**src/rtl/mux8way_rr.sv**
```systemverilog
// Eight-channel valid/ready round-robin merger with a registered, source-tagged output stage.
// Define MUX8WAY_FIXED_PRIORITY_EN for fixed priority (channel 0 highest) without the last-grant register.
module mux8way_rr #(
    parameter int unsigned WIDTH = 16
) (
    input  logic                 clk,
    input  logic                 reset,
    input  logic [7:0]           in_valid,
    input  logic [8*WIDTH-1:0]   in_data,
    output logic [7:0]           in_ready,
    output logic                 out_valid,
    output logic [WIDTH-1:0]     out_data,
    output logic [2:0]           out_sel,
    input  logic                 out_ready
);

    localparam int unsigned NCH  = 8;
    localparam int unsigned SELW = 3;

    logic             out_valid_q, out_valid_d;
    logic [WIDTH-1:0] out_data_q,  out_data_d;
    logic [SELW-1:0]  out_sel_q,   out_sel_d;
`ifndef MUX8WAY_FIXED_PRIORITY_EN
    logic [SELW-1:0]  last_q,      last_d;
`endif

    logic             load_c;
    logic             found_c;
    logic [SELW-1:0]  grant_c;
    logic [SELW-1:0]  idx_c;
    logic [WIDTH-1:0] chan_data [NCH];

    // Unpack the flat input data bus into per-channel words.
    always_comb begin
        for (int unsigned i = 0; i < NCH; i++) begin
            chan_data[i] = in_data[i*WIDTH +: WIDTH];
        end
    end

    // Grant search: first valid channel walking from the priority start point.
    always_comb begin
        load_c  = !out_valid_q || out_ready;
        found_c = 1'b0;
        grant_c = '0;
        idx_c   = '0;
        for (int unsigned k = 0; k < NCH; k++) begin
`ifdef MUX8WAY_FIXED_PRIORITY_EN
            idx_c = SELW'(k);
`else
            idx_c = SELW'(last_q + SELW'(k) + SELW'(1));
`endif
            if (!found_c && in_valid[idx_c]) begin
                found_c = 1'b1;
                grant_c = idx_c;
            end
        end
    end

    // Handshake and next-state for the output register.
    always_comb begin
        in_ready    = '0;
        out_valid_d = out_valid_q;
        out_data_d  = out_data_q;
        out_sel_d   = out_sel_q;
`ifndef MUX8WAY_FIXED_PRIORITY_EN
        last_d      = last_q;
`endif
        if (load_c) begin
            if (found_c) begin
                out_valid_d = 1'b1;
                out_data_d  = chan_data[grant_c];
                out_sel_d   = grant_c;
`ifndef MUX8WAY_FIXED_PRIORITY_EN
                last_d      = grant_c;
`endif
                // Reset holds the handshake off so no word is consumed during it.
                if (!reset) begin
                    in_ready[grant_c] = 1'b1;
                end
            end else begin
                out_valid_d = 1'b0;
            end
        end
    end

    always_ff @(posedge clk or posedge reset) begin
        if (reset) begin
            out_valid_q <= 1'b0;
            out_data_q  <= '0;
            out_sel_q   <= '0;
`ifndef MUX8WAY_FIXED_PRIORITY_EN
            last_q      <= SELW'(7);
`endif
        end else begin
            out_valid_q <= out_valid_d;
            out_data_q  <= out_data_d;
            out_sel_q   <= out_sel_d;
`ifndef MUX8WAY_FIXED_PRIORITY_EN
            last_q      <= last_d;
`endif
        end
    end

    assign out_valid = out_valid_q;
    assign out_data  = out_data_q;
    assign out_sel   = out_sel_q;

endmodule
```
**config.mk**
```make
export PLATFORM = sky130hd
export DESIGN_NAME = mux8way_rr
export DESIGN_NICKNAME = d
export VERILOG_FILES = /design/src/rtl/mux8way_rr.sv
export SDC_FILE = /design/constraint.sdc
export NUM_CORES = 1
export LEC_CHECK = 0
export BUFFER_PORTS_ARGS = -buffer_cell sky130_fd_sc_hd__buf_2
export CORE_MARGIN = 8
export CORE_UTILIZATION = 47
export DETAILED_ROUTE_END_ITERATION = 12
export PLACE_DENSITY = 0.82
export SLEW_MARGIN = 5
export SYNTH_ARGS = -nofsm -noshare
export SYNTH_HDL_FRONTEND = slang
export SYNTH_SLANG_ARGS = --single-unit
export TNS_END_PERCENT = 20
```
**constraint.sdc**
```tcl
create_clock -name clk -period 5.6 [get_ports clk]
set_input_delay 0.84 -clock clk [delete_from_list [all_inputs] [get_ports clk]]
set_output_delay 0.84 -clock clk [all_outputs]
set_load 0.01 [all_outputs]
```
# Yosys cells after proc, flatten, opt, wreduce, memory -nomap -nowiden
# Cells that the tools add are included.
dict set report word_totals {
  reg_bits 23
  n_memories 0
  inputBits 139
  romBits 0
  latch_bits 0
  mem_bits_rw 0
  out_inout_bits 28
  elab_cells 89
}
dict set report classes {
  eq_ne 0
  shifts 0
  multipliers 0
  addsub 14
  muxes 41
  magnitude_cmp 11
  div_mod_pow 0
  bitwise 1
  reduce_logical 18
}
# cell count
set ops {}
lappend ops {{binary-select mux 16 bit (select 3 bit)} 1}
lappend ops {{less-than comparator 3 x 4 -> 1 bit (second input constant)} 9}
lappend ops {{two-way mux 16 bit} 2}
lappend ops {{adder 3 x 1 -> 3 bit (second input constant)} 8}
lappend ops {{binary-select mux 1 bit (select 3 bit)} 8}
lappend ops {{two-way mux 3 bit} 8}
lappend ops {{two-way mux 8 bit} 3}
lappend ops {{two-way mux 1 bit} 18}
lappend ops {{adder 3 bit (second input constant)} 4}
lappend ops {{logical AND 1 bit} 8}
lappend ops {{zero test 1 bit} 8}
lappend ops {{adder 3 x 2 -> 3 bit (second input constant)} 2}
lappend ops {{greater-or-equal comparator 4 bit (second input constant)} 1}
lappend ops {{NOT 3 -> 4 bit} 1}
lappend ops {{demux 1 bit (select 3 bit)} 1}
lappend ops {{greater-or-equal comparator 3 x 1 -> 1 bit (second input constant)} 1}
lappend ops {{AND reduction 2 bit} 1}
lappend ops {{logical OR 1 bit} 1}

# Longest topological paths before layout
dict set report depth {
  word_depth 32
  depth_mapped 18
  ltp_nobuf 11
}

# Worst setup path before layout
# Ideal clock, no wire load.
dict set report synth_timing {
  path_type {register to output}
  from {register last_q[1]}
  to {output in_ready[5]}
  setup_slack_ns 0.486
  arrival_ns 4.274
  path_buffers 5
  required_ns 4.760
  path_stages_with_launch 15
  cell_sequence {dfstp_2 -> clkbuf_1 -> clkinv_1 -> ha_1 -> buf_6 -> mux4_2 -> o31ai_1 -> o32ai_2 -> nor4_2 -> a311oi_1 -> mux2_2 -> buf_2 -> buf_2 -> buf_1 -> nor3_1}
}
dict set report synth_via {
  elab_chain_len 32
  elab_cells_between_ends 68
  classes_between {add/sub: 14; order compare: 2; mux: 37; reduce/logical: 15}
}
# element line_no
set synth_rtl {}
lappend synth_rtl {{start: declaration} 24} ;# logic [SELW-1:0] last_q, last_d;
lappend synth_rtl {{start signal: assignment} 99} ;# last_q <= last_d;
lappend synth_rtl {{branches (longest 30 deep; another with adder 3 x 1 -> 3 bit)} -}
lappend synth_rtl {{two-way mux 8 bit *} 69} ;# if (found_c) begin
lappend synth_rtl {{two-way mux 8 bit *} 68} ;# if (load_c) begin
lappend synth_rtl {{end: declaration} 10} ;# output logic [7:0] in_ready,
# Every way passes the cells marked *. The select of a mux whose other input is x is not followed.

# Worst setup path in the final report
dict set report layout_timing {
  from {register last_q[1]}
  to {output in_ready[0]}
}
# The elaborated chain is that of the path after synthesis.

==> results.txt <==
Die Y: 100 um
Post-Syn Nets: 487
core area: 6830 um^2
Layout Cells excl Fill: 592
Peak Freq: 0.194 GHz
die area: 10100 um^2
FILL cells: 590
Placed Cells: 588
Min Clock Period, post-route: 5.15 ns
share of layout cells above drive strength 1: 52.8%
GPL Wtd Cong: 1.03
Worst Hold Class: reg2reg
clk slew on worst S/H paths: 0.09 ns
Critical Path Source: last_q[1]
die width: 100 um
HP Start: out_data[10]
Final TNS setup: 0 ns
post-synthesis cell count: 345
CTS tree: yes
Post-CTS Setup Inserts: 0
Register Area: 579 um^2
initial antenna violation count: 0
post-synth top area cell: dfrtp_1
Hold Violations, Final: 0
Initial Utilization: 48.8%
GRT overflow: 0
Worst-Skew Late Latency: 0.28 ns
# resized after CTS: 0
Worst Path Required: 4.76 ns
first-iteration detailed-routing DRC count: 265
CTS buffer count: 3
Clock Sinks: 23
RSZ-0062 raised after global routing: no
Setup violations, final: 0
I/O Buffers: 166
vias per cell: 5.69
Wirelength per Cell: 18.8 um
Synth area leaders: dfrtp_1, mux2i_1, o211ai_2, o211ai_1, mux4_2
Distinct cells, synth: 48
H-tree depth: 1
most frequent cells in the layout: buf_2, o211ai_1, mux2i_1, nand2_1, o211ai_2
Max Buffers Root-to-Sink: 2
Nets: 639
Worst-Margin Slew: 0.990 ns
WP data arrival: 4.31 ns
DP HPWL: 8980 um
Root Driver: clkbuf_8
Syn. warnings: 0
# DRC: 0
Hold-fix buffers, CTS: 0
Clock Skew: 0.00349 ns
Pins Over Slew Limit: 0
area of the multi-input gates: 2450 um^2
MaxCap Viol Count: 0
overall routed net length: 11100 um
Final ANT Viol Nets: 0
sequential fraction of the synthesis area: 17.4%
Synth top area share: 15.0%
Setup crit start kind: register
Post-Syn Area: 3340 um^2
most common cell after layout, fill and taps aside: buf_2
crit-path max FO: 17
Seq cells post-synth: 23
synthesis-to-finish area growth: 26.1%
vias in the first global route: 3519
crit share post-route: 92.0%
status: finished clean
first-pass GRT wire length: 17400 um
Total GRT Usage: 21.2%
worst rel slew slack: 34.0%
r2r startpoint: last_q[1]
Post-synth EDFFs: 0
drt pass-1 iters: 4
Mean Syn Cell Area: 9.67 um^2
number of antenna diodes: 0
CP endpoint kind: primary output
asr flop ratio synth: 100%
detailed-route via count: 3367
largest net degree at the start of global routing: 67
Top Ports: 167
cell row count: 30
worst setup path category: reg2out
dominant synthesized flop cell: dfrtp_1
## routing by layer
metal,share of wire (%),vias to the layer above,track usage (%)
li1,-,1617,-
met1,38,1600,24.0
met2,53,136,38.5
met3,7.6,14,5.19
met4,1.6,0,5.58
met5,0,-,0
## final timing paths
path	end	slack, ns	depth (start not counted)
hold reg to reg	out_data[10]	0.50	2
setup reg to reg	out_data[11]	0.70	12
hold / removal	out_data[10]	0.50	2
setup / recovery	in_ready[0]	0.45	11
max in group asynchronous	out_data[11]	4.19	2
min in group asynchronous	out_sel[2]	0.81	2
## layout make-up
type                       count  share of cell area [%]
clock buffer                   3                   0.982
multi-input combinational    269                    58.3
tap                           96                    2.86
timing repair buffer         176                    21.8
sequential                    23                    13.8
clock inverter                 1                   0.119
inverter                      24                    2.14
## flip-flops by register name (all words and copies together) (netlist names)
signal and count:
last_q 3, out_data 16, out_sel 3, out_valid 1
## kinds of logic after synthesis
family	after synthesis	share of synthesized area, %
AO/OA/AOI/OAI	97	26.5
XOR/XNOR	3	0.788
adder cells (fa/ha/maj)	3	1.12
buffers and inverters	53	9.45
flip-flops	23	17.4
multiplexers	90	34.0
AND/OR/NAND/NOR	76	10.8
## cell usage after synthesis (3+ instances only)
cell,n
dfrtp_1,20
o211ai_2,28
inv_1,23
mux2i_1,40
buf_2,9
o21ai_0,6
buf_12,3
a21oi_1,5
buf_6,6
dfstp_2,3
clkbuf_1,8
mux2_1,8
nand2b_1,4
nor3_1,12
ha_1,3
nor2_1,16
o211ai_1,41
mux4_2,11
mux2_4,12
mux2_2,18
nand2_1,33
## critical path, cell delays in order (launching register included)
cell	delay (ns)
dfstp_2	0.67
clkinv_1	0.13
ha_1	0.46
mux4_2	0.45
nor3_1	0.07
o32ai_2	0.54
o211ai_1	0.26
a311oi_4	0.79
o21a_4	0.27
nand2_1	0.08
nor2_1	0.15
buf_2	0.16
## through the flow
step / hold slack [ns] / instance area (um^2) / setup slack [ns] / utilization [%]
after floorplan: 0.516 / 3340 / 0.486 / -
after global placement: 0.463 / 4160 / 0.879 / 60.9
after detailed placement: 0.473 / 4160 / 0.771 / 60.9
after CTS: 0.495 / 4210 / 0.491 / 61.6
after global routing: 0.523 / 4210 / 0.177 / 61.6
final: 0.495 / 4210 / 0.448 / 61.6
Power is left out: the tool's default activity adds up to more than one toggle a clock period on the data nets, which glitch-free logic cannot reach.
